### src/rtl/ps2_host_tx.sv
// rtl/ps2_host_tx.sv - PS/2 host-to-device byte transmitter with ACK/NACK/timeout report
//
// Ports:
//   clk14       14 MHz master clock
//   rst_n       asynchronous active-low reset
//   tx_data     byte to send, captured when tx_start is accepted
//   tx_start    one-cycle request strobe, honoured only when idle
//   ps2_clk_in  raw PS/2 clock pin level
//   ps2_dat_in  raw PS/2 data pin level
//   ps2_clk_oe  1 = pull clock line low (open-drain)
//   ps2_dat_oe  1 = pull data line low (open-drain)
//   busy        transaction in progress; keyboard receiver must ignore the lines
//   done        one-cycle pulse at end of transaction
//   ack_ok      device acknowledged; held until the next accepted start
//   error       NACK or watchdog timeout; held until the next accepted start

module ps2_host_tx #(
    parameter int INHIBIT_CYCLES = 1568,
    parameter int TIMEOUT_CYCLES = 210000,
    parameter int FILTER_LEN     = 8
) (
    input  logic       clk14,
    input  logic       rst_n,
    input  logic [7:0] tx_data,
    input  logic       tx_start,
    input  logic       ps2_clk_in,
    input  logic       ps2_dat_in,
    output logic       ps2_clk_oe,
    output logic       ps2_dat_oe,
    output logic       busy,
    output logic       done,
    output logic       ack_ok,
    output logic       error
);

    // One counter serves both the inhibit delay and the watchdog.
    localparam int CNT_MAX = (TIMEOUT_CYCLES > INHIBIT_CYCLES) ? TIMEOUT_CYCLES : INHIBIT_CYCLES;
    localparam int CW      = $clog2(CNT_MAX + 1);
    localparam int FW      = $clog2(FILTER_LEN + 1);

    typedef enum logic [2:0] {
        IDLE,
        INHIBIT,
        REQ,
        SEND,
        ACK,
        WAIT_IDLE
    } state_t;

    state_t        state, state_next;
    logic [1:0]    sync1, sync2, filt;     // bit 0 = clock, bit 1 = data
    logic [FW-1:0] fcnt [2];
    logic          filt_clk_d;
    logic          fall;
    logic          timeout;
    logic [CW-1:0] cnt;
    logic [3:0]    bit_cnt;
    logic [9:0]    shift;
    logic          dat_drv;

    // Synchronise both pins, then accept a new level only after it has been
    // seen on FILTER_LEN consecutive cycles.
    always_ff @(posedge clk14 or negedge rst_n) begin
        if (!rst_n) begin
            sync1      <= 2'b11;
            sync2      <= 2'b11;
            filt       <= 2'b11;
            fcnt[0]    <= '0;
            fcnt[1]    <= '0;
            filt_clk_d <= 1'b1;
        end else begin
            sync1      <= {ps2_dat_in, ps2_clk_in};
            sync2      <= sync1;
            filt_clk_d <= filt[0];
            for (int i = 0; i < 2; i++) begin
                if (sync2[i] == filt[i]) begin
                    fcnt[i] <= '0;
                end else if (fcnt[i] == FW'(FILTER_LEN - 1)) begin
                    filt[i] <= sync2[i];
                    fcnt[i] <= '0;
                end else begin
                    fcnt[i] <= fcnt[i] + FW'(1);
                end
            end
        end
    end

    assign fall = filt_clk_d & ~filt[0];

    always_ff @(posedge clk14 or negedge rst_n) begin
        if (!rst_n) state <= IDLE;
        else        state <= state_next;
    end

    always_comb begin
        state_next = state;
        timeout    = 1'b0;
        case (state)
            IDLE:    if (tx_start) state_next = INHIBIT;
            INHIBIT: if (cnt == CW'(INHIBIT_CYCLES - 1)) state_next = REQ;
            REQ:     state_next = SEND;
            SEND, ACK, WAIT_IDLE: begin
                // Watchdog wins over a fall seen in the same cycle.
                if (cnt == CW'(TIMEOUT_CYCLES - 1)) begin
                    timeout    = 1'b1;
                    state_next = IDLE;
                end else if (state == SEND && fall && bit_cnt == 4'd9) begin
                    state_next = ACK;
                end else if (state == ACK && fall) begin
                    state_next = WAIT_IDLE;
                end else if (state == WAIT_IDLE && filt == 2'b11) begin
                    state_next = IDLE;
                end
            end
            default: state_next = IDLE;
        endcase
    end

    // The start bit is driven from REQ and held into SEND until the first fall.
    assign ps2_clk_oe = (state == INHIBIT) || (state == REQ);
    assign ps2_dat_oe = (state == REQ) || (state == SEND && dat_drv);
    assign busy       = (state != IDLE);

    always_ff @(posedge clk14 or negedge rst_n) begin
        if (!rst_n) begin
            cnt     <= '0;
            bit_cnt <= '0;
            shift   <= '0;
            dat_drv <= 1'b0;
            done    <= 1'b0;
            ack_ok  <= 1'b0;
            error   <= 1'b0;
        end else begin
            done <= 1'b0;
            case (state)
                IDLE: begin
                    cnt <= '0;
                    if (tx_start) begin
                        shift   <= {1'b1, ~^tx_data, tx_data};
                        bit_cnt <= '0;
                        ack_ok  <= 1'b0;
                        error   <= 1'b0;
                    end
                end
                INHIBIT: cnt <= (state_next == REQ) ? '0 : cnt + CW'(1);
                REQ: begin
                    cnt     <= '0;
                    dat_drv <= 1'b1;
                end
                SEND, ACK, WAIT_IDLE: begin
                    if (timeout) begin
                        cnt     <= '0;
                        dat_drv <= 1'b0;
                        error   <= 1'b1;
                        ack_ok  <= 1'b0;
                        done    <= 1'b1;
                    end else begin
                        cnt <= fall ? '0 : cnt + CW'(1);
                        if (fall && bit_cnt != 4'hF) bit_cnt <= bit_cnt + 4'd1;
                        if (state == SEND && fall) begin
                            dat_drv <= ~shift[0];
                            shift   <= {1'b0, shift[9:1]};
                        end
                        if (state == ACK && fall) begin
                            ack_ok <= ~filt[1];
                            error  <= filt[1];
                        end
                        if (state == WAIT_IDLE && state_next == IDLE) done <= 1'b1;
                    end
                end
                default: cnt <= '0;
            endcase
        end
    end

endmodule

### config.mk
export PLATFORM = sky130hd
export DESIGN_NAME = ps2_host_tx
export DESIGN_NICKNAME = d
export VERILOG_FILES = /design/src/rtl/ps2_host_tx.sv
export SDC_FILE = /design/constraint.sdc
export NUM_CORES = 1
export LEC_CHECK = 0
export CAP_MARGIN = 20
export CORE_MARGIN = 4
export CORE_UTILIZATION = 40
export CTS_CLUSTER_DIAMETER = 50
export DETAILED_ROUTE_END_ITERATION = 8
export GPL_ROUTABILITY_DRIVEN = 1
export PLACE_DENSITY = 0.62
export SLEW_MARGIN = 20
export SYNTH_ARGS = -nofsm -noshare
export SYNTH_HDL_FRONTEND = slang
export SYNTH_SLANG_ARGS = --single-unit
### constraint.sdc
create_clock -name clk14 -period 2.5 [get_ports clk14]
set_clock_uncertainty 0.2 [all_clocks]
set_input_delay 0.5 -clock clk14 [delete_from_list [all_inputs] [get_ports clk14]]
set_output_delay 0.5 -clock clk14 [all_outputs]
set_load 0.02 [all_outputs]
## Word-level counts from Yosys, hierarchy flattened

Index checks and enable logic that the tools add are counted.

- Flip-flop bits (word level): 54
- Bits of input ports: 13
- Output and inout port bits: 6
- Logic and storage cells: 106

- Add/sub/neg operators: 4
- Equality and inequality tests: 21
- Mux-type cells: 38
- Bitwise logic cells: 6
- Reduce and logical (&&, ||, !) cells: 22

Operators by type and width:

| operator | count |
|---|---|
| $mux 18 | 3 |
| $pmux 18 s2 | 1 |
| $mux 10 | 3 |
| $mux 4 | 7 |
| $pmux 10 s2 | 1 |
| $add 18x1->18 const B | 1 |
| $eq 18x11->1 const B | 1 |
| $eq 18x18->1 const B | 1 |
| $mux 3 | 6 |
| $add 4x1->4 const B | 3 |
| $mux 1 | 12 |
| $pmux 3 s4 | 1 |
| $eq 3x2->1 const B | 3 |
| $eq 4x3->1 const B | 2 |
| $ne 2x2->1 const B | 4 |
| $pmux 4 s2 | 1 |
| $reduce_and 4->1 | 2 |
| $reduce_xnor 8->1 | 1 |
| $logic_and 1x1->1 | 7 |
| $eq 3x3->1 const B | 2 |
| $logic_not 3->1 | 2 |
| $ne 3x3->1 const B | 2 |
| $pmux 1 s2 | 3 |
| $reduce_and 2->1 | 3 |
| other kinds (12) | 19 |

## Depth between registers and ports, before layout

- Word-level depth: 12
- Depth in mapped cells: 7
- Depth with buffers taken out: 6

## Least setup slack after synthesis

No wires, ideal clock.

- Path type: reg-to-reg
- Start: register cnt[11]
- End: register cnt[11]
- Setup time: 0.119 ns
- Arrival time: 1.846 ns
- Data required time: 2.181 ns
- Slack: 0.335 ns
- Cell stages (with the launch flop): 7
- Path buffers: 1
- Period minus slack after synthesis: 2.165 ns
- Cells stage by stage: dfrtp_1 > or4b_4 > nor3_4 > nand3_2 > a32oi_4 > buf_6 > nor2_1

- Word-level cells in the longest chain between the ends: 6
- Elaborated cells on any way between the ends: 13
- Classes of those cells: 1 x add/sub; 3 x eq/ne; 9 x mux

Ends and longest elaborated chain:

| element | RTL line | source |
|---|---|---|
| from (decl) | 56 | `logic [CW-1:0] cnt;` |
| from (signal assigned) | 145 | `INHIBIT: cnt <= (state_next == REQ) ? '0 : cnt + CW'(1);` |
| from (signal assigned) | 158 | `cnt <= fall ? '0 : cnt + CW'(1);` |
| branches (longest 5 deep; another with $add 18x1->18) | - |  |
| $pmux 18 s2 * | 135 | `case (state)` |

Every way passes the cells marked *.
A chain may end at the register's enable or synchronous reset.

## Worst setup path in the final report

- Start: register state[1]
- End: output busy

- Word-level cells in the longest chain between the ends: 1

Ends and longest elaborated chain:

| element | RTL line | source |
|---|---|---|
| from (decl) | 50 | `state_t state, state_next;` |
| from (signal assigned) | 92 | `else state <= state_next;` |
| $reduce_bool 3->1 | 122 | `assign busy = (state != IDLE);` |
| to (decl) | 30 | `output logic busy,` |

No other way between the ends.

==> metrics.txt <==
# TYPE chip_impl_metric gauge
chip_impl_info{name="outcome",value="finished, violations left"} 1
chip_impl_info{name="failing_checks",value="negative hold slack"} 1
chip_impl_info{name="rr_endpoint",value="cnt[14]"} 1
chip_impl_metric{name="p_int",unit="mW"} 1.38
chip_impl_metric{name="routed-via-count",unit=""} 1937
chip_impl_info{name="synth_top_family_by_area",value="simple AND/OR/NAND/NOR gates"} 1
chip_impl_info{name="root_buffer",value="sky130_fd_sc_hd__clkbuf_8"} 1
chip_impl_metric{name="cp_max_fo",unit=""} 6
chip_impl_metric{name="timing.hold.ws",unit="ns"} -0.00125
chip_impl_info{name="critical_path.slowest_cell",value="sky130_fd_sc_hd__clkdlybuf4s50_1"} 1
chip_impl_metric{name="critPathRequiredTime",unit="ns"} 1.80
chip_impl_info{name="type_of_element_capturing_the_critical_path",value="output pin"} 1
chip_impl_metric{name="effective_utilization_at_floorplan",unit="%"} 41.7
chip_impl_metric{name="rr_worst_depth",unit=""} 6
chip_impl_metric{name="vdd.ir_drop.worst",unit="mV"} 0.219
chip_impl_metric{name="worstSkewPairLatency",unit="ns"} 0.30
chip_impl_info{name="layout.cells.most_common_list",value="46 x sky130_fd_sc_hd__dfrtp_1, 42 x sky130_fd_sc_hd__nor2_1, 21 x sky130_fd_sc_hd__xnor2_1, 20 x sky130_fd_sc_hd__nand2_1, 17 x sky130_fd_sc_hd__a21oi_1"} 1
chip_impl_metric{name="mean_instance_size_in_the_synthesized_netlist",unit="µm²"} 10.2
chip_impl_metric{name="die_wd",unit="µm"} 89.9
chip_impl_metric{name="post-route-cell-area",unit="mm²"} 0.00314
chip_impl_metric{name="sequentialPowerShare",unit="%"} 56.7
chip_impl_info{name="cts_tree",value="built"} 1
chip_impl_metric{name="power.combinational.fraction",unit="%"} 12.1
chip_impl_metric{name="grt.total_usage",unit="%"} 13.1
chip_impl_metric{name="die_height",unit="µm"} 89.9
chip_impl_metric{name="synth_seq_area_share",unit="%"} 50.7
chip_impl_metric{name="rows",unit=""} 29
chip_impl_metric{name="floorplan.core_area",unit="mm²"} 0.00642
chip_impl_metric{name="antennaDiodeCount",unit=""} 0
chip_impl_info{name="final_common_cell",value="sky130_fd_sc_hd__dfrtp_1"} 1
chip_impl_metric{name="placement.cell_area",unit="mm²"} 0.00304
chip_impl_metric{name="cts.path.max_buffers",unit=""} 2
chip_impl_info{name="setup_repair_after_global_routing_missed_its_margin",value="no"} 1
chip_impl_metric{name="hold_buffers",unit=""} 0
chip_impl_info{name="hold_class",value="input pin to async pin"} 1
chip_impl_metric{name="numPlacedInstances",unit=""} 363
chip_impl_metric{name="top_level_ports",unit=""} 19
chip_impl_metric{name="worstPathArrival",unit="ns"} 1.68
chip_impl_metric{name="wl",unit="mm"} 4.99
chip_impl_metric{name="synth-compound-area-share",unit="%"} 9.71
chip_impl_info{name="timing.critical_path.cells",value="buf_4 -> nor2_1 -> nand2_1 -> clkdlybuf4s50_1"} 1
chip_impl_metric{name="power.density",unit="mW/mm²"} 579
chip_impl_metric{name="filler_cell_count",unit=""} 615
chip_impl_metric{name="floorplan_die_area",unit="mm²"} 0.00808
chip_impl_metric{name="clock.fmax",unit="MHz"} 420
chip_impl_metric{name="final_cell_count_no_fill",unit=""} 371
chip_impl_metric{name="post-dp-hpwl",unit="mm"} 3.71
chip_impl_metric{name="worstMarginPinSlew",unit="ns"} 0.604
chip_impl_metric{name="total_power",unit="mW"} 1.82
chip_impl_metric{name="slew_violations",unit=""} 0
chip_impl_info{name="worst_setup_path_start_kind",value="register"} 1
chip_impl_metric{name="cap_violations",unit=""} 0
chip_impl_metric{name="worst-path-buf-inv",unit=""} 2
chip_impl_metric{name="flow.area_growth_from_synthesis",unit="%"} 17.2
chip_impl_metric{name="synth_mux_area_share",unit="%"} 4.95
chip_impl_metric{name="via_count_of_the_first_global_routing_pass",unit=""} 1882
chip_impl_metric{name="cts-buffers-inserted",unit=""} 5
chip_impl_metric{name="report.final.setup_viol",unit=""} 0
chip_impl_metric{name="critPathMaxStageDelay",unit="ns"} 0.53
chip_impl_metric{name="finish.net_count",unit=""} 311
chip_impl_metric{name="synth_xor_area_share",unit="%"} 9.15
chip_impl_metric{name="yosysWarningCount",unit=""} 0
chip_impl_metric{name="detail_route.first_pass.iterations",unit=""} 4
chip_impl_metric{name="drtIter0Drc",unit=""} 53
chip_impl_metric{name="synthAdderAreaFrac",unit="%"} 2.33
chip_impl_metric{name="h-tree-depth",unit=""} 2
chip_impl_metric{name="port_buffers",unit=""} 18
chip_impl_info{name="dominantRegCellSynth",value="sky130_fd_sc_hd__dfrtp_1"} 1
chip_impl_metric{name="final.period_utilization",unit="%"} 95.2
chip_impl_metric{name="cts_setup_buffers",unit=""} 0
chip_impl_metric{name="synthesis.nets",unit=""} 282
chip_impl_info{name="critical_path.reg2reg.startpoint",value="cnt[11]"} 1
chip_impl_metric{name="synth_enable_flop_cells",unit=""} 0
chip_impl_metric{name="postRouteAntennaNets",unit=""} 0
chip_impl_metric{name="area.sequential",unit="mm²"} 0.00136
chip_impl_metric{name="share_of_power_burned_in_the_clock_network",unit="%"} 31.2
chip_impl_metric{name="wire_per_inst",unit="µm"} 13.4
chip_impl_metric{name="netlist_instances",unit=""} 264
chip_impl_metric{name="overflow_after_grt",unit=""} 0
chip_impl_metric{name="remaining_design_rule_violation_count",unit=""} 0
chip_impl_metric{name="pin_count_of_the_biggest_net_entering_global_routing",unit=""} 30
chip_impl_metric{name="clk_transition_reported_paths",unit="ns"} 0.09
chip_impl_metric{name="net-switching-power",unit="mW"} 0.442
chip_impl_metric{name="synth_area",unit="mm²"} 0.00268
chip_impl_metric{name="switching_share",unit="%"} 24.3
chip_impl_metric{name="first_pass_grt_wire_length",unit="mm"} 8.82
chip_impl_metric{name="synth-simple-area-share",unit="%"} 21.0
chip_impl_metric{name="asyncSetResetFlopFracSynth",unit="%"} 100
chip_impl_metric{name="fin_util",unit="%"} 48.9
chip_impl_metric{name="reg2reg_slack",unit="ns"} 0.27
chip_impl_metric{name="final.setup.tns",unit="ns"} 0
chip_impl_info{name="critical_path_class",value="register to output pin"} 1
chip_impl_metric{name="synth_cell_types",unit=""} 42
chip_impl_metric{name="synth-seq-cells",unit=""} 54
chip_impl_metric{name="cts_resized",unit=""} 1
chip_impl_metric{name="static-leakage-power",unit="nW"} 1.33
chip_impl_metric{name="min_period",unit="ns"} 2.38
chip_impl_metric{name="worst_slew_margin_rel",unit="%"} 59.7
chip_impl_metric{name="layout-drive-gt1-share",unit="%"} 11.9
chip_impl_metric{name="routed_via_density",unit=""} 5.22
chip_impl_metric{name="multi_input_combinational_cell_area",unit="mm²"} 0.00126
chip_impl_metric{name="dp_worst_setup_slack",unit="ns"} 0.194
chip_impl_metric{name="clock_sinks",unit=""} 54
chip_impl_info{name="crit_family",value="buffers and inverters"} 1
chip_impl_metric{name="antenna_violations_before_repair",unit=""} 0
chip_impl_metric{name="hold_viol",unit=""} 1
chip_impl_metric{name="worst_slack",unit="ns"} 0.121
chip_impl_metric{name="finalWeightedCongestion",unit=""} 0.770
[per-layer routing]
layer / GRT usage [%] / vias up / routed length (µm)
li1: - / 974 / -
met1: 18.0 / 935 / 2490
met2: 20.7 / 20 / 2310
met3: 3.17 / 8 / 124
met4: 3.83 / 0 / 63
met5: 0 / - / 0
[cell usage after synthesis (all sizes together), types with 6 or more instances]
| library cell | number | area, µm² |
|---|---|---|
| dfstp | 7 | 184 |
| nor3 | 10 | 61.3 |
| xor2 | 7 | 61.3 |
| nor2 | 42 | 158 |
| dfrtp | 47 | 1180 |
| o21ai | 7 | 35.0 |
| inv | 6 | 22.5 |
| nand3 | 15 | 80.1 |
| a21oi | 17 | 85.1 |
| xnor2 | 21 | 184 |
| nand2 | 20 | 75.1 |
| mux2i | 11 | 110 |
[registers in the layout, summed over array words and instances (netlist names)]
| name | count |
|---|---|
| cnt | 18 |
| shift | 10 |
| fcnt | 8 |
| bit_cnt | 4 |
| state | 3 |
| filt | 2 |
| sync1 | 2 |
| sync2 | 2 |
| ack_ok | 1 |
| dat_drv | 1 |
| done | 1 |
| error | 1 |
| filt_clk_d | 1 |
[how the worst max path moves through the flow]
stage | startpoint | endpoint | cells past startpoint
after floorplan | cnt[11] | cnt[11] | 6
after global placement | tx_start | shift[4] | 7
after detailed placement | tx_start | shift[5] | 7
after CTS | state[0] | busy | 3
after global routing | state[1] | busy | 4
final | state[1] | busy | 4
[cell type report]
cell class | instances | share of cell area, %
tap | 77 | 3.07
clock inverter | 1 | 0.955
multi-input combinational | 197 | 40.2
timing repair buffer | 29 | 9.36
clock buffer | 7 | 2.43
inverter | 6 | 0.717
sequential | 54 | 43.3
[power groups by stage]
stage          clock network [mW]  registers (mW)  logic, mW
2_1_floorplan                   0            1.03      0.155
3_3_place_gp                    0            1.05      0.222
3_5_place_dp                    0            1.05      0.224
4_1_cts                     0.589            1.03      0.226
5_1_grt                     0.624            1.04      0.255
6_report                    0.567            1.03      0.220
[kinds of logic after synthesis]
family	count (synthesis)
simple gates	113
flops	54
compound gates	38
xor+xnor	28
buf+inv	13
mux	13
fa+ha+maj	5
(Power assumes the default switching activity.)
